$ cat config.mk
export PLATFORM = sky130hd
export DESIGN_NAME = ex_mem_stage_flat
export DESIGN_NICKNAME = d
export VERILOG_FILES = /design/src/rtl/mips_pkg.sv /design/src/rtl/ex_mem_stage_if.sv /design/src/rtl/ex_alu.sv /design/src/rtl/ex_mem_stage.sv /design/src/flat_wrapper.sv
export SDC_FILE = /design/constraint.sdc
export NUM_CORES = 1
export LEC_CHECK = 0
export CORE_MARGIN = 2
export CORE_UTILIZATION = 44
export CTS_BUF_LIST = sky130_fd_sc_hd__clkbuf_8 sky130_fd_sc_hd__clkbuf_16
export DETAILED_ROUTE_END_ITERATION = 8
export PLACE_DENSITY = 0.88
export SLEW_MARGIN = 20
export SYNTH_ARGS = -nofsm -noshare
export SYNTH_HDL_FRONTEND = slang
export SYNTH_SLANG_ARGS = --single-unit
$ cat constraint.sdc
create_clock -name clk -period 0.8 [get_ports clk]
set_input_delay 0.16 -clock clk [delete_from_list [all_inputs] [get_ports clk]]
set_output_delay 0.16 -clock clk [all_outputs]
set_load 0.1 [all_outputs]
$ cat src/rtl/mips_pkg.sv
// Shared constants and types for the 16-bit MIPS pipeline: widths, aluOp classes, funct codes,
// the internal ALU operation enum, and the aluOp/funct to ALU operation decode.
package mips_pkg;
  localparam int DW = 16;
  localparam int RW = 3;

  localparam logic [1:0] ALUOP_ADD   = 2'b00;
  localparam logic [1:0] ALUOP_SUB   = 2'b01;
  localparam logic [1:0] ALUOP_RTYPE = 2'b10;
  localparam logic [1:0] ALUOP_OR    = 2'b11;

  localparam logic [2:0] FUNCT_ADD = 3'b000;
  localparam logic [2:0] FUNCT_SUB = 3'b001;
  localparam logic [2:0] FUNCT_AND = 3'b010;
  localparam logic [2:0] FUNCT_OR  = 3'b011;
  localparam logic [2:0] FUNCT_SLT = 3'b100;
  localparam logic [2:0] FUNCT_NOR = 3'b101;

  typedef enum logic [2:0] {
    ALU_ADD,
    ALU_SUB,
    ALU_AND,
    ALU_OR,
    ALU_SLT,
    ALU_NOR
  } alu_op_e;

  // Unused funct codes fall back to ADD.
  function automatic alu_op_e decode_alu(input logic [1:0] alu_op, input logic [2:0] funct);
    alu_op_e op;
    op = ALU_ADD;
    case (alu_op)
      ALUOP_ADD: op = ALU_ADD;
      ALUOP_SUB: op = ALU_SUB;
      ALUOP_OR:  op = ALU_OR;
      default: begin
        case (funct)
          FUNCT_SUB: op = ALU_SUB;
          FUNCT_AND: op = ALU_AND;
          FUNCT_OR:  op = ALU_OR;
          FUNCT_SLT: op = ALU_SLT;
          FUNCT_NOR: op = ALU_NOR;
          default:   op = ALU_ADD;
        endcase
      end
    endcase
    return op;
  endfunction
endpackage

$ cat src/rtl/ex_mem_stage_if.sv
// ID/EX input bundle, MEM/WB write-back bundle, stage control and EX/MEM output bundle.
// The master modport is the pipeline side that drives ID/EX; the slave modport is the EX stage.
interface ex_mem_stage_if;
  import mips_pkg::*;

  logic          en;
  logic          flush;
  logic          regDst_out_pipe_2;
  logic          aluSrc_out_pipe_2;
  logic          memtoReg_out_pipe_2;
  logic          regWrite_out_pipe_2;
  logic          memRead_out_pipe_2;
  logic          memWrite_out_pipe_2;
  logic          branch_out_pipe_2;
  logic [1:0]    aluOp_out_pipe_2;
  logic [DW-1:0] sign_extended_imm_out_pipe_2;
  logic [DW-1:0] read_data_1_out_pipe_2;
  logic [DW-1:0] read_data_2_out_pipe_2;
  logic [DW-1:0] pc_plus_2_out_pipe_2;
  logic [RW-1:0] rd_out_pipe_2;
  logic [RW-1:0] rt_out_pipe_2;
  logic [RW-1:0] rs_out_pipe_2;
  logic          wb_regWrite;
  logic [RW-1:0] wb_rd;
  logic [DW-1:0] wb_data;

  logic [DW-1:0] alu_result_out_pipe_3;
  logic [DW-1:0] write_data_out_pipe_3;
  logic [DW-1:0] branch_target_out_pipe_3;
  logic [RW-1:0] dest_out_pipe_3;
  logic          regWrite_out_pipe_3;
  logic          memtoReg_out_pipe_3;
  logic          memRead_out_pipe_3;
  logic          memWrite_out_pipe_3;
  logic          branch_taken_out_pipe_3;
  logic          zero_out_pipe_3;

  modport master (
    output en, flush, regDst_out_pipe_2, aluSrc_out_pipe_2, memtoReg_out_pipe_2,
           regWrite_out_pipe_2, memRead_out_pipe_2, memWrite_out_pipe_2, branch_out_pipe_2,
           aluOp_out_pipe_2, sign_extended_imm_out_pipe_2, read_data_1_out_pipe_2,
           read_data_2_out_pipe_2, pc_plus_2_out_pipe_2, rd_out_pipe_2, rt_out_pipe_2,
           rs_out_pipe_2, wb_regWrite, wb_rd, wb_data,
    input  alu_result_out_pipe_3, write_data_out_pipe_3, branch_target_out_pipe_3,
           dest_out_pipe_3, regWrite_out_pipe_3, memtoReg_out_pipe_3, memRead_out_pipe_3,
           memWrite_out_pipe_3, branch_taken_out_pipe_3, zero_out_pipe_3
  );

  modport slave (
    input  en, flush, regDst_out_pipe_2, aluSrc_out_pipe_2, memtoReg_out_pipe_2,
           regWrite_out_pipe_2, memRead_out_pipe_2, memWrite_out_pipe_2, branch_out_pipe_2,
           aluOp_out_pipe_2, sign_extended_imm_out_pipe_2, read_data_1_out_pipe_2,
           read_data_2_out_pipe_2, pc_plus_2_out_pipe_2, rd_out_pipe_2, rt_out_pipe_2,
           rs_out_pipe_2, wb_regWrite, wb_rd, wb_data,
    output alu_result_out_pipe_3, write_data_out_pipe_3, branch_target_out_pipe_3,
           dest_out_pipe_3, regWrite_out_pipe_3, memtoReg_out_pipe_3, memRead_out_pipe_3,
           memWrite_out_pipe_3, branch_taken_out_pipe_3, zero_out_pipe_3
  );
endinterface

$ cat src/rtl/ex_alu.sv
// ALU control decode plus combinational 16-bit ALU producing result and zero flag.
// Purely combinational; ADD/SUB wrap, SLT is signed and yields 1 or 0.
module ex_alu
  import mips_pkg::*;
(
  input  logic [1:0]    i_alu_op,
  input  logic [2:0]    i_funct,
  input  logic [DW-1:0] i_a,
  input  logic [DW-1:0] i_b,
  output logic [DW-1:0] o_result,
  output logic          o_zero
);
  alu_op_e w_op;

  always_comb begin
    w_op     = decode_alu(i_alu_op, i_funct);
    o_result = i_a + i_b;
    case (w_op)
      ALU_SUB: o_result = i_a - i_b;
      ALU_AND: o_result = i_a & i_b;
      ALU_OR:  o_result = i_a | i_b;
      ALU_SLT: o_result = ($signed(i_a) < $signed(i_b)) ? {{(DW-1){1'b0}}, 1'b1} : '0;
      ALU_NOR: o_result = ~(i_a | i_b);
      default: o_result = i_a + i_b;
    endcase
  end

  assign o_zero = (o_result == '0);
endmodule

$ cat src/rtl/ex_mem_stage.sv
// Execute stage plus falling-edge EX/MEM register, 1 clk latency; en low holds, flush kills control.
// EX_FWD_EN defined: operands forwarded from EX/MEM then MEM/WB; undefined: raw register-file operands.
module ex_mem_stage
  import mips_pkg::*;
(
  input logic           clk,
  input logic           rst_n,
  ex_mem_stage_if.slave bus
);
  logic [DW-1:0] w_fwd_a;
  logic [DW-1:0] w_fwd_b;
  logic [DW-1:0] w_opb;
  logic [DW-1:0] w_result;
  logic          w_zero;
  logic [RW-1:0] w_dest;
  logic [DW-1:0] w_target;

  logic [DW-1:0] r_alu_result;
  logic [DW-1:0] r_write_data;
  logic [DW-1:0] r_branch_target;
  logic [RW-1:0] r_dest;
  logic          r_regWrite;
  logic          r_memtoReg;
  logic          r_memRead;
  logic          r_memWrite;
  logic          r_branch_taken;
  logic          r_zero;

`ifdef EX_FWD_EN
  // A load in EX/MEM has no data yet; the hazard unit stalls so MEM/WB supplies it.
  always_comb begin
    w_fwd_a = bus.read_data_1_out_pipe_2;
    if (bus.rs_out_pipe_2 != '0 && r_regWrite && !r_memRead && r_dest == bus.rs_out_pipe_2)
      w_fwd_a = r_alu_result;
    else if (bus.rs_out_pipe_2 != '0 && bus.wb_regWrite && bus.wb_rd == bus.rs_out_pipe_2)
      w_fwd_a = bus.wb_data;
  end

  always_comb begin
    w_fwd_b = bus.read_data_2_out_pipe_2;
    if (bus.rt_out_pipe_2 != '0 && r_regWrite && !r_memRead && r_dest == bus.rt_out_pipe_2)
      w_fwd_b = r_alu_result;
    else if (bus.rt_out_pipe_2 != '0 && bus.wb_regWrite && bus.wb_rd == bus.rt_out_pipe_2)
      w_fwd_b = bus.wb_data;
  end
`else
  assign w_fwd_a = bus.read_data_1_out_pipe_2;
  assign w_fwd_b = bus.read_data_2_out_pipe_2;
`endif

  assign w_opb    = bus.aluSrc_out_pipe_2 ? bus.sign_extended_imm_out_pipe_2 : w_fwd_b;
  assign w_dest   = bus.regDst_out_pipe_2 ? bus.rd_out_pipe_2 : bus.rt_out_pipe_2;
  assign w_target = bus.pc_plus_2_out_pipe_2 + {bus.sign_extended_imm_out_pipe_2[DW-2:0], 1'b0};

  ex_alu u_alu (
    .i_alu_op (bus.aluOp_out_pipe_2),
    .i_funct  (bus.sign_extended_imm_out_pipe_2[2:0]),
    .i_a      (w_fwd_a),
    .i_b      (w_opb),
    .o_result (w_result),
    .o_zero   (w_zero)
  );

  always_ff @(negedge clk or negedge rst_n) begin
    if (!rst_n) begin
      r_alu_result    <= '0;
      r_write_data    <= '0;
      r_branch_target <= '0;
      r_dest          <= '0;
      r_regWrite      <= 1'b0;
      r_memtoReg      <= 1'b0;
      r_memRead       <= 1'b0;
      r_memWrite      <= 1'b0;
      r_branch_taken  <= 1'b0;
      r_zero          <= 1'b0;
    end else if (bus.flush || bus.en) begin
      r_alu_result    <= w_result;
      r_write_data    <= w_fwd_b;
      r_branch_target <= w_target;
      r_dest          <= w_dest;
      r_memtoReg      <= bus.memtoReg_out_pipe_2;
      r_zero          <= w_zero;
      // Flush turns the instruction into a bubble but still lets the data fields move.
      r_regWrite      <= bus.flush ? 1'b0 : bus.regWrite_out_pipe_2;
      r_memRead       <= bus.flush ? 1'b0 : bus.memRead_out_pipe_2;
      r_memWrite      <= bus.flush ? 1'b0 : bus.memWrite_out_pipe_2;
      r_branch_taken  <= bus.flush ? 1'b0 : (bus.branch_out_pipe_2 && w_zero);
    end
  end

  assign bus.alu_result_out_pipe_3    = r_alu_result;
  assign bus.write_data_out_pipe_3    = r_write_data;
  assign bus.branch_target_out_pipe_3 = r_branch_target;
  assign bus.dest_out_pipe_3          = r_dest;
  assign bus.regWrite_out_pipe_3      = r_regWrite;
  assign bus.memtoReg_out_pipe_3      = r_memtoReg;
  assign bus.memRead_out_pipe_3       = r_memRead;
  assign bus.memWrite_out_pipe_3      = r_memWrite;
  assign bus.branch_taken_out_pipe_3  = r_branch_taken;
  assign bus.zero_out_pipe_3          = r_zero;
endmodule

$ cat src/flat_wrapper.sv
// flat-port wrapper written by rule: the top's interface ports become plain ports
module ex_mem_stage_flat import mips_pkg::*;
  (clk, rst_n, bus_en, bus_flush, bus_regDst_out_pipe_2, bus_aluSrc_out_pipe_2, bus_memtoReg_out_pipe_2, bus_regWrite_out_pipe_2, bus_memRead_out_pipe_2, bus_memWrite_out_pipe_2, bus_branch_out_pipe_2, bus_aluOp_out_pipe_2, bus_sign_extended_imm_out_pipe_2, bus_read_data_1_out_pipe_2, bus_read_data_2_out_pipe_2, bus_pc_plus_2_out_pipe_2, bus_rd_out_pipe_2, bus_rt_out_pipe_2, bus_rs_out_pipe_2, bus_wb_regWrite, bus_wb_rd, bus_wb_data, bus_alu_result_out_pipe_3, bus_write_data_out_pipe_3, bus_branch_target_out_pipe_3, bus_dest_out_pipe_3, bus_regWrite_out_pipe_3, bus_memtoReg_out_pipe_3, bus_memRead_out_pipe_3, bus_memWrite_out_pipe_3, bus_branch_taken_out_pipe_3, bus_zero_out_pipe_3);
  ex_mem_stage_if bus_i ();
  input logic clk;
  input logic rst_n;
  input wire logic [$bits(bus_i.en)-1:0] bus_en;
  input wire logic [$bits(bus_i.flush)-1:0] bus_flush;
  input wire logic [$bits(bus_i.regDst_out_pipe_2)-1:0] bus_regDst_out_pipe_2;
  input wire logic [$bits(bus_i.aluSrc_out_pipe_2)-1:0] bus_aluSrc_out_pipe_2;
  input wire logic [$bits(bus_i.memtoReg_out_pipe_2)-1:0] bus_memtoReg_out_pipe_2;
  input wire logic [$bits(bus_i.regWrite_out_pipe_2)-1:0] bus_regWrite_out_pipe_2;
  input wire logic [$bits(bus_i.memRead_out_pipe_2)-1:0] bus_memRead_out_pipe_2;
  input wire logic [$bits(bus_i.memWrite_out_pipe_2)-1:0] bus_memWrite_out_pipe_2;
  input wire logic [$bits(bus_i.branch_out_pipe_2)-1:0] bus_branch_out_pipe_2;
  input wire logic [$bits(bus_i.aluOp_out_pipe_2)-1:0] bus_aluOp_out_pipe_2;
  input wire logic [$bits(bus_i.sign_extended_imm_out_pipe_2)-1:0] bus_sign_extended_imm_out_pipe_2;
  input wire logic [$bits(bus_i.read_data_1_out_pipe_2)-1:0] bus_read_data_1_out_pipe_2;
  input wire logic [$bits(bus_i.read_data_2_out_pipe_2)-1:0] bus_read_data_2_out_pipe_2;
  input wire logic [$bits(bus_i.pc_plus_2_out_pipe_2)-1:0] bus_pc_plus_2_out_pipe_2;
  input wire logic [$bits(bus_i.rd_out_pipe_2)-1:0] bus_rd_out_pipe_2;
  input wire logic [$bits(bus_i.rt_out_pipe_2)-1:0] bus_rt_out_pipe_2;
  input wire logic [$bits(bus_i.rs_out_pipe_2)-1:0] bus_rs_out_pipe_2;
  input wire logic [$bits(bus_i.wb_regWrite)-1:0] bus_wb_regWrite;
  input wire logic [$bits(bus_i.wb_rd)-1:0] bus_wb_rd;
  input wire logic [$bits(bus_i.wb_data)-1:0] bus_wb_data;
  output wire logic [$bits(bus_i.alu_result_out_pipe_3)-1:0] bus_alu_result_out_pipe_3;
  output wire logic [$bits(bus_i.write_data_out_pipe_3)-1:0] bus_write_data_out_pipe_3;
  output wire logic [$bits(bus_i.branch_target_out_pipe_3)-1:0] bus_branch_target_out_pipe_3;
  output wire logic [$bits(bus_i.dest_out_pipe_3)-1:0] bus_dest_out_pipe_3;
  output wire logic [$bits(bus_i.regWrite_out_pipe_3)-1:0] bus_regWrite_out_pipe_3;
  output wire logic [$bits(bus_i.memtoReg_out_pipe_3)-1:0] bus_memtoReg_out_pipe_3;
  output wire logic [$bits(bus_i.memRead_out_pipe_3)-1:0] bus_memRead_out_pipe_3;
  output wire logic [$bits(bus_i.memWrite_out_pipe_3)-1:0] bus_memWrite_out_pipe_3;
  output wire logic [$bits(bus_i.branch_taken_out_pipe_3)-1:0] bus_branch_taken_out_pipe_3;
  output wire logic [$bits(bus_i.zero_out_pipe_3)-1:0] bus_zero_out_pipe_3;
  assign bus_i.en = bus_en;
  assign bus_i.flush = bus_flush;
  assign bus_i.regDst_out_pipe_2 = bus_regDst_out_pipe_2;
  assign bus_i.aluSrc_out_pipe_2 = bus_aluSrc_out_pipe_2;
  assign bus_i.memtoReg_out_pipe_2 = bus_memtoReg_out_pipe_2;
  assign bus_i.regWrite_out_pipe_2 = bus_regWrite_out_pipe_2;
  assign bus_i.memRead_out_pipe_2 = bus_memRead_out_pipe_2;
  assign bus_i.memWrite_out_pipe_2 = bus_memWrite_out_pipe_2;
  assign bus_i.branch_out_pipe_2 = bus_branch_out_pipe_2;
  assign bus_i.aluOp_out_pipe_2 = bus_aluOp_out_pipe_2;
  assign bus_i.sign_extended_imm_out_pipe_2 = bus_sign_extended_imm_out_pipe_2;
  assign bus_i.read_data_1_out_pipe_2 = bus_read_data_1_out_pipe_2;
  assign bus_i.read_data_2_out_pipe_2 = bus_read_data_2_out_pipe_2;
  assign bus_i.pc_plus_2_out_pipe_2 = bus_pc_plus_2_out_pipe_2;
  assign bus_i.rd_out_pipe_2 = bus_rd_out_pipe_2;
  assign bus_i.rt_out_pipe_2 = bus_rt_out_pipe_2;
  assign bus_i.rs_out_pipe_2 = bus_rs_out_pipe_2;
  assign bus_i.wb_regWrite = bus_wb_regWrite;
  assign bus_i.wb_rd = bus_wb_rd;
  assign bus_i.wb_data = bus_wb_data;
  assign bus_alu_result_out_pipe_3 = bus_i.alu_result_out_pipe_3;
  assign bus_write_data_out_pipe_3 = bus_i.write_data_out_pipe_3;
  assign bus_branch_target_out_pipe_3 = bus_i.branch_target_out_pipe_3;
  assign bus_dest_out_pipe_3 = bus_i.dest_out_pipe_3;
  assign bus_regWrite_out_pipe_3 = bus_i.regWrite_out_pipe_3;
  assign bus_memtoReg_out_pipe_3 = bus_i.memtoReg_out_pipe_3;
  assign bus_memRead_out_pipe_3 = bus_i.memRead_out_pipe_3;
  assign bus_memWrite_out_pipe_3 = bus_i.memWrite_out_pipe_3;
  assign bus_branch_taken_out_pipe_3 = bus_i.branch_taken_out_pipe_3;
  assign bus_zero_out_pipe_3 = bus_i.zero_out_pipe_3;
  ex_mem_stage u_core (.clk(clk), .rst_n(rst_n), .bus(bus_i));
endmodule
==> results of run 1 <==
cell families after synthesis:
| kind of cell | synth area share [%] |
|---|---|
| AND/OR/NAND/NOR | 20.62 |
| AO/OA/AOI/OAI | 21.55 |
| adder cells (fa/ha/maj) | 17.00 |
| XOR/XNOR | 3.660 |
| multiplexers | 4.910 |
| buffers and inverters | 6.342 |
| flip-flops | 25.92 |
per-stage QoR:
step | cells | hold WS, ns | util [%] | TNS, ns
floorplan | 675 | 0.1558 | - | -109.17
global placement | 1141 | 0.4522 | 75.50 | -126.58
detailed placement | 1141 | 0.4550 | 75.50 | -132.42
CTS | 1217 | 0.09802 | 92.01 | -107.27
Yosys cell counts (3+ instances only):
cell / number
sky130_fd_sc_hd__ha_1: 70
sky130_fd_sc_hd__a211o_1: 4
sky130_fd_sc_hd__o21ai_1: 5
sky130_fd_sc_hd__a31oi_1: 5
sky130_fd_sc_hd__clkbuf_1: 15
sky130_fd_sc_hd__xnor2_1: 12
sky130_fd_sc_hd__mux2i_1: 27
sky130_fd_sc_hd__buf_2: 9
sky130_fd_sc_hd__a211oi_1: 6
sky130_fd_sc_hd__o2111ai_1: 3
sky130_fd_sc_hd__nand2_1: 101
sky130_fd_sc_hd__nor2b_1: 9
sky130_fd_sc_hd__nor2_1: 62
sky130_fd_sc_hd__or3_1: 6
sky130_fd_sc_hd__nand3b_1: 3
sky130_fd_sc_hd__o211ai_1: 5
sky130_fd_sc_hd__nor3_2: 3
sky130_fd_sc_hd__nand3_1: 6
sky130_fd_sc_hd__xor2_1: 11
sky130_fd_sc_hd__a21oi_1: 45
sky130_fd_sc_hd__a221oi_1: 9
sky130_fd_sc_hd__a21o_1: 5
sky130_fd_sc_hd__nand2b_1: 9
sky130_fd_sc_hd__nor3_1: 15
sky130_fd_sc_hd__o31a_1: 3
sky130_fd_sc_hd__fa_1: 3
sky130_fd_sc_hd__nand4_1: 3
sky130_fd_sc_hd__a221o_1: 4
sky130_fd_sc_hd__o21ai_0: 24
sky130_fd_sc_hd__and3_1: 6
sky130_fd_sc_hd__o221ai_1: 3
sky130_fd_sc_hd__or2_2: 3
sky130_fd_sc_hd__o311ai_0: 3
sky130_fd_sc_hd__o31ai_1: 5
sky130_fd_sc_hd__dfrtn_1: 57
sky130_fd_sc_hd__o21a_1: 5
sky130_fd_sc_hd__nand4b_1: 3
sky130_fd_sc_hd__inv_1: 57
routing by layer:
metal,track usage (%),overflow
met4,77.78,89
met5,10.37,0
met2,92.75,91
met3,50.63,2
met1,66.57,1
what timing repair did:
| item | in CTS |
|---|---|
| gates resized for setup | 297 |
| pin swaps | 109 |
| setup buffers | 61 |
| cloned | 9 |
| endpoints found under the setup margin | 114 |
| hold buffers | 0 |
==> impl_metrics.toml, run 1 <==
[outcome]
run_status = "aborted with a tool error"
last-stage-reached = "global routing (5_1_grt)"
firstError = "[ERROR GRT-0116] Global routing finished with congestion. Check the congestion regions in the DRC Viewer."

[grt]
grt_pass1_wl_um = 68780
first_global_vias = 10350
largest_net_degree_at_the_start_of_global_routing = 39
groute.usage.overall_pct = 70.49
grt-ovfl-total = 183

[yosys]
yosys.area.top_type_share_pct = 25.91
synth_warnings = 0
post_synth_instance_area_um2 = 5504
ys_seq_area_share_pct = 25.91
synth-seq-cells = 57
synth_area_leaders = "sky130_fd_sc_hd__dfrtn_1 26%, sky130_fd_sc_hd__ha_1 16%, sky130_fd_sc_hd__nand2_1 6.9%"
edff_count_synth = 0
synth_cells = 675
ys.flop_type = "sky130_fd_sc_hd__dfrtn_1"
post_synth_num_cell_types = 80
synth_nets = 854
post_synth.cell_area_avg_um2 = 8.154
synthDominantAreaCellType = "sky130_fd_sc_hd__dfrtn_1"
post_synthesis_async_set_or_reset_flop_share_pct = 100.0

[placed_design]
place_ws_ns = -3.212
portBuffers = 139
place.gp.congestion = 1.034
detailed_place.area_um2 = 9144
place_hpwl_um = 18270

[clock_tree]
cts_root_buf = "sky130_fd_sc_hd__clkbuf_16"
cts_num_sinks = 57
clockBufferDepth = 2
htree_num_levels = 3
numCtsBuffers = 9

[die]
chipWidth_um = 115.8
die_h_um = 115.8
initial_utilization_pct = 45.44
placement_row_count = 40
io-pin-count = 163
==> inputs of run 2 (changes only) <==
--- a/config.mk
+++ b/config.mk
@@ -6,10 +6,9 @@
 export NUM_CORES = 1
 export LEC_CHECK = 0
 export CORE_MARGIN = 2
-export CORE_UTILIZATION = 44
-export CTS_BUF_LIST = sky130_fd_sc_hd__clkbuf_8 sky130_fd_sc_hd__clkbuf_16
+export CORE_UTILIZATION = 40
 export DETAILED_ROUTE_END_ITERATION = 8
-export PLACE_DENSITY = 0.88
+export PLACE_DENSITY_LB_ADDON = 0.15
 export SLEW_MARGIN = 20
 export SYNTH_ARGS = -nofsm -noshare
 export SYNTH_HDL_FRONTEND = slang
==> constraint.sdc (replaced) <==
create_clock -name clk -period 1.05 [get_ports clk]
set_input_delay 0.21 -clock clk [delete_from_list [all_inputs] [get_ports clk]]
set_output_delay 0.21 -clock clk [all_outputs]
set_load 0.1 [all_outputs]
==> run 2 against run 1 <==
The flow now finishes, with violations (negative setup slack). Synthesized area stayed put. Synthesized cell count stayed put.
==> impl_metrics.toml, run 2 <==
[outcome]
run_status = "complete, but fails checks"
violations = "negative setup slack"

[yosys]
synth_cells = 675
post_synth_num_cell_types = 80
synth_warnings = 0
edff_count_synth = 0
post_synth.cell_area_avg_um2 = 8.154
yosys.area.top_type_share_pct = 25.91
ys_top_cells_by_count = "101 x sky130_fd_sc_hd__nand2_1, 70 x sky130_fd_sc_hd__ha_1, 62 x sky130_fd_sc_hd__nor2_1"
post_synth_instance_area_um2 = 5504
synth_nets = 854
synth_area_leaders = "sky130_fd_sc_hd__dfrtn_1 26%, sky130_fd_sc_hd__ha_1 16%, sky130_fd_sc_hd__nand2_1 6.9%"
synthDominantAreaCellType = "sky130_fd_sc_hd__dfrtn_1"
post-synth-top-count-cell = "sky130_fd_sc_hd__nand2_1"
post_synthesis_async_set_or_reset_flop_share_pct = 100.0
ys.flop_type = "sky130_fd_sc_hd__dfrtn_1"
ys_seq_area_share_pct = 25.91
synth-seq-cells = 57

[setup_path]
crit_path_frequent_cell = "sky130_fd_sc_hd__buf_4"
cp.arrival_ns = 3.31
worstSetupStartpointType = "input pin"
path_class = "input pin to flip-flop"
crit_required_ns = 0.88
critical_path.n_buffers_inverters = 6
path_cells = "buf_12, buf_4, buf_12, mux2i_4, ha_4, buf_4, inv_1, a221oi_1, buf_4, nor2_1, a311oi_1, xor2_1, o221ai_2, nor3_1, nand4_1, o21ai_1"
critical-path-max-stage-delay_ns = 0.36
crit_slowest_cell = "sky130_fd_sc_hd__a221oi_1"
crit_path_max_fanout = 6
critPathTopFamily = "compound AO/OA/AOI/OAI gates"
nature_of_the_critical_path_endpoint = "flip-flop"

[drt]
route.layer.met1.wl_um = 12060
met2_length_um = 15990
drt_pass1_iterations = 6
vias_per_inst = 6.283
detail_route.wirelength_um = 35080
post-route-drc-count = 0
maxUsedRoutingLayer = "met4"
drtAntennaViolNets = 0
wl_per_cell_um = 27.39
via_count_of_the_routed_design = 8049
routed-wl-met3_um = 4037
drt_iter0_markers = 859

[grt]
antenna_found_initial = 2
grt-ovfl-total = 0
first_global_vias = 7691
grt_pass1_wl_um = 42860
largest_net_degree_at_the_start_of_global_routing = 39
groute.usage.overall_pct = 38.37

[cells_and_area]
layout.cells.most_common = "sky130_fd_sc_hd__buf_4"
drive_gt1_share_pct = 53.71
finalNetCount = 1278
finalCoreUtilization_pct = 88.67
layout_common_cells = "245 x sky130_fd_sc_hd__buf_4, 72 x sky130_fd_sc_hd__buf_12, 64 x sky130_fd_sc_hd__nand2_1, 57 x sky130_fd_sc_hd__dfrtn_1, 50 x sky130_fd_sc_hd__nor2_1"
area_delta_synth_final_pct = 115.0
post-route-cell-area_um2 = 11840
fin_cells = 1281

[die]
initial_utilization_pct = 41.24
chipWidth_um = 121.3
placement_row_count = 42
core_area_um2 = 13350
die_h_um = 121.3
io-pin-count = 163
dieArea_um2 = 14710

[placed_design]
detailed_place.area_um2 = 9334
portBuffers = 139
placed_cells_incl_taps = 1168
place_ws_ns = -3.238
place_hpwl_um = 18130
place.gp.congestion = 0.9902

[timing]
setup-violations-final = 114
headroom_to_the_max_slew_limit_pct = 54.51
drv_slew = 0
fin_hold_ws_ns = 0.08482
worst-slew-pin-transition_ns = 0.6772
grt_setup_unrepaired = "yes"
hold_violations = 0
setup_ws_ns = -2.430
clock_skew_ns = 0

[clock_tree]
cts_root_buf = "sky130_fd_sc_hd__clkbuf_16"
cts_num_sinks = 57
insertion_delay_ns = 0.35
clkSlewWorstSetupHoldPaths_ns = 0.04
clockBufferDepth = 2
cts_tree = "yes"
htree_num_levels = 3
cts_hold_buffers = 0
numCtsBuffers = 9

[power_and_ir_drop]
power.static_leakage_nw = 5.584
worst_ir_drop_vdd_uv = 812.8
power.density_nw_per_um2 = 1396

[min_path]
path_type_of_the_worst_min_delay_path = "input pin to async pin"

[flow_run]
drv.max_cap_violation_count = 0
==> run 2: cell counts after synthesis <==
No cell type changed its count.
==> run 2: report_power, final <==
| group | internal, mW | switching [mW] | leakage (nW) |
|---|---|---|---|
| registers | 2.55 | 0.442 | 0.679 |
| logic | 4.41 | 5.76 | 4.75 |
| clock network | 2.14 | 1.22 | 0.159 |
==> run 2: cells by family (layout without fill, tap and decap cells) <==
| kind of cell | Yosys count | after routing | share of synthesized area (%) |
|---|---|---|---|
| other cells | 0 | 1 | 0 |
| fa+ha+maj | 73 | 73 | 17.00 |
| flops | 57 | 57 | 25.92 |
| compound gates | 167 | 167 | 21.55 |
| mux | 27 | 27 | 4.910 |
| buf+inv | 85 | 513 | 6.342 |
| xor+xnor | 23 | 23 | 3.660 |
| simple gates | 243 | 244 | 20.62 |
==> run 2: timing repair <==
item	CTS	global route
endpoints found under the setup margin	114	114
pin swaps	109	68
buffers inserted	65	45
gates resized for setup	263	123
cloned	9	2
==> run 2: worst register-to-register path: stages (launching register included) <==
cell                      delay (ns)
sky130_fd_sc_hd__dfrtn_1        0.38
sky130_fd_sc_hd__buf_4          0.15
sky130_fd_sc_hd__buf_4          0.13
sky130_fd_sc_hd__nor2_1         0.15
sky130_fd_sc_hd__a21oi_2        0.06
==> run 2: final timing paths <==
| kind | startpoint | endpoint | slack [ns] | depth (start not counted) |
|---|---|---|---|---|
| min in group clk | u_core.bus.write_data_out_pipe_3[12] | u_core.bus.write_data_out_pipe_3[12] | 0.48 | 2 |
| worst min register to register | u_core.bus.write_data_out_pipe_3[12] | u_core.bus.write_data_out_pipe_3[12] | 0.48 | 2 |
| worst min-delay path | rst_n | u_core.bus.write_data_out_pipe_3[5] | 0.08 | 1 |
| max in group asynchronous | rst_n | u_core.bus.branch_taken_out_pipe_3 | 0.49 | 2 |
| worst max register to register | u_core.bus.branch_target_out_pipe_3[3] | u_core.bus.branch_target_out_pipe_3[3] | 0.03 | 4 |
| worst max-delay path | bus_aluSrc_out_pipe_2 | u_core.bus.branch_taken_out_pipe_3 | -2.43 | 16 |
==> run 2: cell type report <==
type / instances / area (µm²)
fillers: 549 / 1513
clock buffers: 11 / 242.7
inverters: 57 / 214.0
diodes: 1 / 2.502
well taps: 176 / 220.2
flip-flops and latches: 57 / 1426
repair buffers: 440 / 4695
clock inverters: 5 / 78.83
multi-input cells: 534 / 4956
==> run 2: layer usage <==
layer / track usage [%] / vias to the layer above
li1: - / 3221
met1: 44.54 / 3829
met2: 66.12 / 690
met3: 9.445 / 309
met4: 18.18 / 0
met5: 0 / -
==> run 2: through the flow <==
step	power (mW)	setup TNS, ns
final	16.52	-107.07
after global routing	16.77	-108.64
after CTS	15.04	-97.63
after detailed placement	10.73	-125.01
after global placement	10.60	-121.94
after floorplan	7.116	-100.16
Note: power is estimated with default switching activity, not from simulation.
